### src/rtl/rx_audio_pkg.sv
// Shared types for the RX audio sample-memory reader: FSM states, word width
// and the {last, data} word carried through the skid FIFO.
// Latency: n/a (types only).  Backpressure: n/a.
package rx_audio_pkg;

  localparam int RX_WORD_W = 16;

  typedef enum logic [2:0] {
    S_IDLE,
    S_ACK,
    S_CTR,
    S_SAMP,
    S_DRAIN
  } rd_state_t;

  typedef struct packed {
    logic                 last;
    logic [RX_WORD_W-1:0] data;
  } rx_word_t;

endpackage

### src/rtl/rx_rd_skid.sv
// 2-entry FIFO of rx_word_t holding captured memory reads until downstream accepts.
// Latency: 1 cycle push-to-out_vld.
// Backpressure: out_rdy low holds out_dat; the upstream credit scheme guarantees no push when full.
// Ports: clk, rst (sync, active-high); push_vld/push_dat in; out_vld/out_rdy/out_dat stream; count = occupancy.
module rx_rd_skid
  import rx_audio_pkg::*;
(
  input  logic       clk,
  input  logic       rst,
  input  logic       push_vld,
  input  rx_word_t   push_dat,
  output logic       out_vld,
  input  logic       out_rdy,
  output rx_word_t   out_dat,
  output logic [1:0] count
);

  rx_word_t mem [2];
  logic     wr_ptr;
  logic     rd_ptr;
  logic     pop;

  assign out_vld = (count != 2'd0);
  assign pop     = out_vld && out_rdy;
  // Zero the output when empty so the stream reads 0 after reset.
  assign out_dat = out_vld ? mem[rd_ptr] : '0;

  always_ff @(posedge clk) begin
    if (rst) begin
      wr_ptr <= 1'b0;
      rd_ptr <= 1'b0;
      count  <= 2'd0;
    end else begin
      if (push_vld) begin
        mem[wr_ptr] <= push_dat;
        wr_ptr      <= ~wr_ptr;
      end
      if (pop) begin
        rd_ptr <= ~rd_ptr;
      end
      count <= count + 2'(push_vld) - 2'(pop);
    end
  end

endmodule

### src/rtl/rx_audio_rd_seq.sv
// Reads one RX sample-memory block per service request: ack, buffer counter, then nrx_samps*WORDS_PER_SAMP words.
// Latency: RD_LAT(=1)+1 cycles from a get_* strobe to the word appearing on o_data; 1 word/cycle sustained.
// Backpressure: o_ready low withholds read strobes via a 2-slot credit so no read data is ever dropped.
// Ports: cpu_clk, reset_C (sync, active-high), enable, nrx_samps; memory side rx_rd_C, rx_dout_C,
//        get_rx_srq_C, get_buf_ctr_C, get_rx_samp_C; stream o_data/o_valid/o_last/o_ready; status busy, overrun.
module rx_audio_rd_seq
  import rx_audio_pkg::*;
#(
  parameter int WORDS_PER_SAMP = 2,
  parameter int NSAMP_W        = 16,
  parameter int RD_LAT         = 1
) (
  input  logic                 cpu_clk,
  input  logic                 reset_C,
  input  logic                 enable,
  input  logic [NSAMP_W-1:0]   nrx_samps,
  input  logic                 rx_rd_C,
  input  logic [RX_WORD_W-1:0] rx_dout_C,
  output logic                 get_rx_srq_C,
  output logic                 get_buf_ctr_C,
  output logic                 get_rx_samp_C,
  output logic [RX_WORD_W-1:0] o_data,
  output logic                 o_valid,
  output logic                 o_last,
  input  logic                 o_ready,
  output logic                 busy,
  output logic                 overrun
);

  localparam int WCNT_W = NSAMP_W + 3;

  rd_state_t          state;
  rd_state_t          state_nxt;
  logic [NSAMP_W-1:0] nsamp_q;
  logic [WCNT_W-1:0]  wcnt;
  logic               pending;
  logic               pend_last;
  logic [1:0]         fifo_count;
  logic               fifo_pop;
  logic [2:0]         occ;
  logic               credit_ok;
  logic               rd_strobe;
  logic               strobe_last;
  rx_word_t           push_dat;
  rx_word_t           out_dat;

  // Occupancy net of this cycle's pop plus the read still in flight; a new
  // strobe lands next cycle, so below 2 guarantees it a slot.
  assign fifo_pop  = o_valid && o_ready;
  assign occ       = 3'(fifo_count) + 3'(pending) - 3'(fifo_pop);
  assign credit_ok = (occ < 3'd2);
  assign rd_strobe = get_buf_ctr_C || get_rx_samp_C;

  // State register
  always_ff @(posedge cpu_clk) begin
    if (reset_C) begin
      state <= S_IDLE;
    end else begin
      state <= state_nxt;
    end
  end

  // Next-state logic
  always_comb begin
    state_nxt = state;
    case (state)
      S_IDLE:  if (enable && rx_rd_C) state_nxt = S_ACK;
      S_ACK:   state_nxt = S_CTR;
      S_CTR:   if (credit_ok) state_nxt = (nsamp_q == '0) ? S_DRAIN : S_SAMP;
      S_SAMP:  if (credit_ok && (wcnt == WCNT_W'(1))) state_nxt = S_DRAIN;
      S_DRAIN: if ((fifo_count == 2'd0) && !pending) state_nxt = S_IDLE;
      default: state_nxt = S_IDLE;
    endcase
  end

  // Output logic
  always_comb begin
    get_rx_srq_C  = 1'b0;
    get_buf_ctr_C = 1'b0;
    get_rx_samp_C = 1'b0;
    strobe_last   = 1'b0;
    busy          = (state != S_IDLE);
    case (state)
      S_ACK: get_rx_srq_C = 1'b1;
      S_CTR: begin
        get_buf_ctr_C = credit_ok;
        strobe_last   = (nsamp_q == '0);
      end
      S_SAMP: begin
        get_rx_samp_C = credit_ok;
        strobe_last   = (wcnt == WCNT_W'(1));
      end
      default: ;
    endcase
  end

  // Block counters, read-pending pipe and sticky overrun
  always_ff @(posedge cpu_clk) begin
    if (reset_C) begin
      nsamp_q   <= '0;
      wcnt      <= '0;
      pending   <= 1'b0;
      pend_last <= 1'b0;
      overrun   <= 1'b0;
    end else begin
      if (state == S_ACK) begin
        nsamp_q <= nrx_samps;
        wcnt    <= WCNT_W'(nrx_samps) * WCNT_W'(WORDS_PER_SAMP);
      end else if (get_rx_samp_C) begin
        wcnt <= wcnt - WCNT_W'(1);
      end
      pending   <= rd_strobe;
      pend_last <= rd_strobe && strobe_last;
      // A request already waiting as the block finishes means the memory
      // filled the next buffer before we got back to it.
      if ((state == S_DRAIN) && (state_nxt == S_IDLE) && rx_rd_C) begin
        overrun <= 1'b1;
      end
    end
  end

  assign push_dat.last = pend_last;
  assign push_dat.data = rx_dout_C;

  rx_rd_skid u_skid (
    .clk      (cpu_clk),
    .rst      (reset_C),
    .push_vld (pending),
    .push_dat (push_dat),
    .out_vld  (o_valid),
    .out_rdy  (o_ready),
    .out_dat  (out_dat),
    .count    (fifo_count)
  );

  assign o_data = out_dat.data;
  assign o_last = out_dat.last;

  a_rd_lat: assert property (@(posedge cpu_clk) RD_LAT == 1);
  a_wps:    assert property (@(posedge cpu_clk) (WORDS_PER_SAMP >= 1) && (WORDS_PER_SAMP <= 7));
  a_excl:   assert property (@(posedge cpu_clk) disable iff (reset_C)
                             $onehot0({get_rx_srq_C, get_buf_ctr_C, get_rx_samp_C}));

endmodule

### config.mk
export PLATFORM = sky130hd
export DESIGN_NAME = rx_audio_rd_seq
export DESIGN_NICKNAME = d
export VERILOG_FILES = /design/src/rtl/rx_audio_pkg.sv /design/src/rtl/rx_rd_skid.sv /design/src/rtl/rx_audio_rd_seq.sv
export SDC_FILE = /design/constraint.sdc
export NUM_CORES = 1
export LEC_CHECK = 0
export CELL_PAD_IN_SITES_DETAIL_PLACEMENT = 0
export CELL_PAD_IN_SITES_GLOBAL_PLACEMENT = 1
export CORE_MARGIN = 5
export CORE_UTILIZATION = 44
export DETAILED_ROUTE_END_ITERATION = 7
export PLACE_DENSITY_LB_ADDON = 0.2
export SLEW_MARGIN = 10
export SYNTH_ARGS = -nofsm -noshare
export SYNTH_HDL_FRONTEND = slang
export SYNTH_SLANG_ARGS = --single-unit
export TNS_END_PERCENT = 5
### constraint.sdc
create_clock -name cpu_clk -period 6 [get_ports cpu_clk]
set_input_delay 0.6 -clock cpu_clk [delete_from_list [all_inputs] [get_ports cpu_clk]]
set_output_delay 0.6 -clock cpu_clk [all_outputs]
set_load 0.005 [all_outputs]
==> reports/metrics.csv <==
metric;value;unit
row_count;32;
layout_commonest_cell;clkdlybuf4s50_1;
min_delay_worst_endpoint;u_skid.mem[0][16];
slew_headroom;34.5;%
htreeDepth;3;
setup_tns;0;ns
start_util;45.1;%
drv_slew;0;
syn_area_per_cell;10.3;um2
hold_buffers;0;
fin_nets;433;
seq_area_frac_synth;56.0;%
cp_common_cell;inv_1;
cts_buffer_depth;2;
post-route-min-period;4.02;ns
synthCells;336;
setup_violations;0;
core;7690;um2
r2r_end;wcnt[12];
required;5.40;ns
pwr_density_cell;378;nW/um2
fin_crit_sh;67.0;%
grt_usage;15.9;%
grt_max_degree;47;
peakVddDrop;175;uV
syn_to_final_growth;24.3;%
status;finished clean;
tightest_slew;0.981;ns
final_cell_area;4310;um2
clock_latency;0.34;ns
synth_edf_count;34;
hp-class;flip-flop to flip-flop;
rr_worst_depth;12;
yosys.cell_types.count;43;
arrival;3.42;ns
max_freq;249;MHz
hold-worst-slack;0.445;ns
hp-start;pend_last;
drt-initial-drc-count;110;
wl_per_cell;15.2;um
cts.sinks;80;
crit_family;buffers and inverters;
hpwl;5300;um
netlist_area;3470;um2
fin_skew;0.00870;ns
port_buffers;59;
end_kind;output port;
cts_resized;0;
gp_congestion;0.778;
path_buf_inv;5;
vias;2644;
postCtsSetupBuffers;0;
cts_tree;built;
ys_ff_latch;80;
die_w;98.8;um
synth_fp_nets;378;
io_pins;60;
grt_pass1_wl;12500;um
async_flop_share;0;%
hold_viol;0;
grt_antenna_before_repair;0;
grt_setup_unrepaired;no;
max_cap_viol_count;0;
crit_slowest_cell;clkdlybuf4s50_1;
ys.flop_type;dfxtp_1;
drive_gt1_share;6.57;%
reg2reg_from;u_skid.count[1];
final_util;56.0;%
gr-total-overflow;0;
insertedDiodeCount;0;
worstSetupPathType;flip-flop to output port;
dieHeight;98.8;um
first_global_vias;2529;
numCtsBuffers;9;
reg2reg_slack;2.61;ns
ys_warn_count;0;
whs_path_depth;0;
crit_chain;nor2_1, buf_4, nor2b_1, ha_1, inv_1, ha_1, inv_1, fa_1, xnor2_1, nand3_1, inv_1, clkdlybuf4s50_1;
critPathLaunchType;flip-flop;
placed_area;4130;um2
dieArea;9750;um2
ant_nets;0;
routed_wl;7580;um
p_total;1.63;mW
cpPeakStageDelay;0.50;ns
drc_errors;0;
cp_max_fo;19;
p_leak;1.46;nW
firstDrtPassIters;4;
clockRootBuffer;clkbuf_8;
final_cell_mix;59 x clkdlybuf4s50_1, 46 x dfxtp_1, 40 x nor2_1, 40 x nand2_1, 34 x edfxtp_1;
path_clk_slew;0.08;ns
routed_via_density;5.31;
==> layout make-up <==
cell class	instances	area (um2)
Timing Repair Buffer	63	621
Sequential cell	80	1940
Fill cell	699	3380
Multi-Input combinational cell	226	1400
Inverter	11	41.3
Clock inverter	7	53.8
Tap cell	102	128
Clock buffer	9	124
==> per-layer routing <==
layer / track usage, % / share of wire (%) / vias to the layer above
met4: 5.36 / 1.0 / 0
met3: 3.11 / 4.5 / 8
met2: 26.3 / 50 / 60
met1: 20.8 / 45 / 1235
li1: - / - / 1341
met5: 0 / 0 / -
==> per-stage QoR <==
| stage | worst slack, ns | instances |
|---|---|---|
| finish | 1.98 | 498 |
| global route | 1.70 | 498 |
| CTS | 1.94 | 498 |
| detailed placement | 1.99 | 482 |
| global placement | 2.01 | 482 |
| floorplan | 2.85 | 336 |
==> synthesized netlist by cell type, drive strengths merged, types with 5 or more instances <==
| library cell | count | share of area (%) |
|---|---|---|
| dfxtp | 46 | 27 |
| nand2 | 40 | 4.3 |
| nor2 | 40 | 4.3 |
| edfxtp | 34 | 29 |
| a21oi | 21 | 3.0 |
| mux2i | 17 | 4.9 |
| clkbuf | 16 | 1.7 |
| or3 | 11 | 2.1 |
| or4 | 11 | 2.4 |
| inv | 10 | 1.1 |
| nor4 | 9 | 1.8 |
| a311oi | 8 | 2.0 |
| o31ai | 8 | 1.7 |
| xnor2 | 7 | 1.8 |
| nand3 | 5 | 0.72 |
| nor3 | 5 | 0.72 |
| o21ai | 5 | 0.72 |
==> power by group <==
| part | internal (mW) | switching (mW) | total [mW] | leakage [nW] |
|---|---|---|---|---|
| clock | 0.154 | 0.199 | 0.352 | 0.0827 |
| sequential | 0.628 | 0.0731 | 0.701 | 0.682 |
| combinational | 0.272 | 0.302 | 0.574 | 0.691 |
| total | 1.05 | 0.574 | 1.63 | 1.46 |
==> flip-flops by register name, summed over array words and instances (netlist names), named ones only <==
signal / cells
u_skid.rd_ptr: 1
pending: 1
state: 3
u_skid.mem: 34
nsamp_q: 16
pend_last: 1
u_skid.count: 2
overrun: 1
u_skid.wr_ptr: 1
wcnt: 19
==> worst max-delay path by stage <==
| stage | from | end | slack [ns] | cells past startpoint |
|---|---|---|---|---|
| global route | u_skid.count[1] | get_rx_samp_C | 1.70 | 12 |
| global placement | o_ready | get_rx_samp_C | 2.01 | 11 |
| floorplan | u_skid.count[1] | wcnt[11] | 2.85 | 12 |
| detailed placement | o_ready | get_rx_samp_C | 1.99 | 11 |
| CTS | u_skid.count[1] | get_rx_samp_C | 1.94 | 12 |
| finish | u_skid.count[1] | get_rx_samp_C | 1.98 | 12 |
==> cells by family (layout without fill, tap and decap cells) <==
kind of cell | count (synthesis) | count (layout) | share of synthesized area, %
AND/OR/NAND/NOR | 137 | 137 | 20.0
flip-flops | 80 | 80 | 56.0
AO/OA/AOI/OAI | 57 | 57 | 10.8
buffers and inverters | 30 | 90 | 3.79
multiplexers | 17 | 17 | 4.91
XOR/XNOR | 10 | 10 | 2.53
adder cells (fa/ha/maj) | 5 | 5 | 2.02
Power figures use the tool's default switching activity.
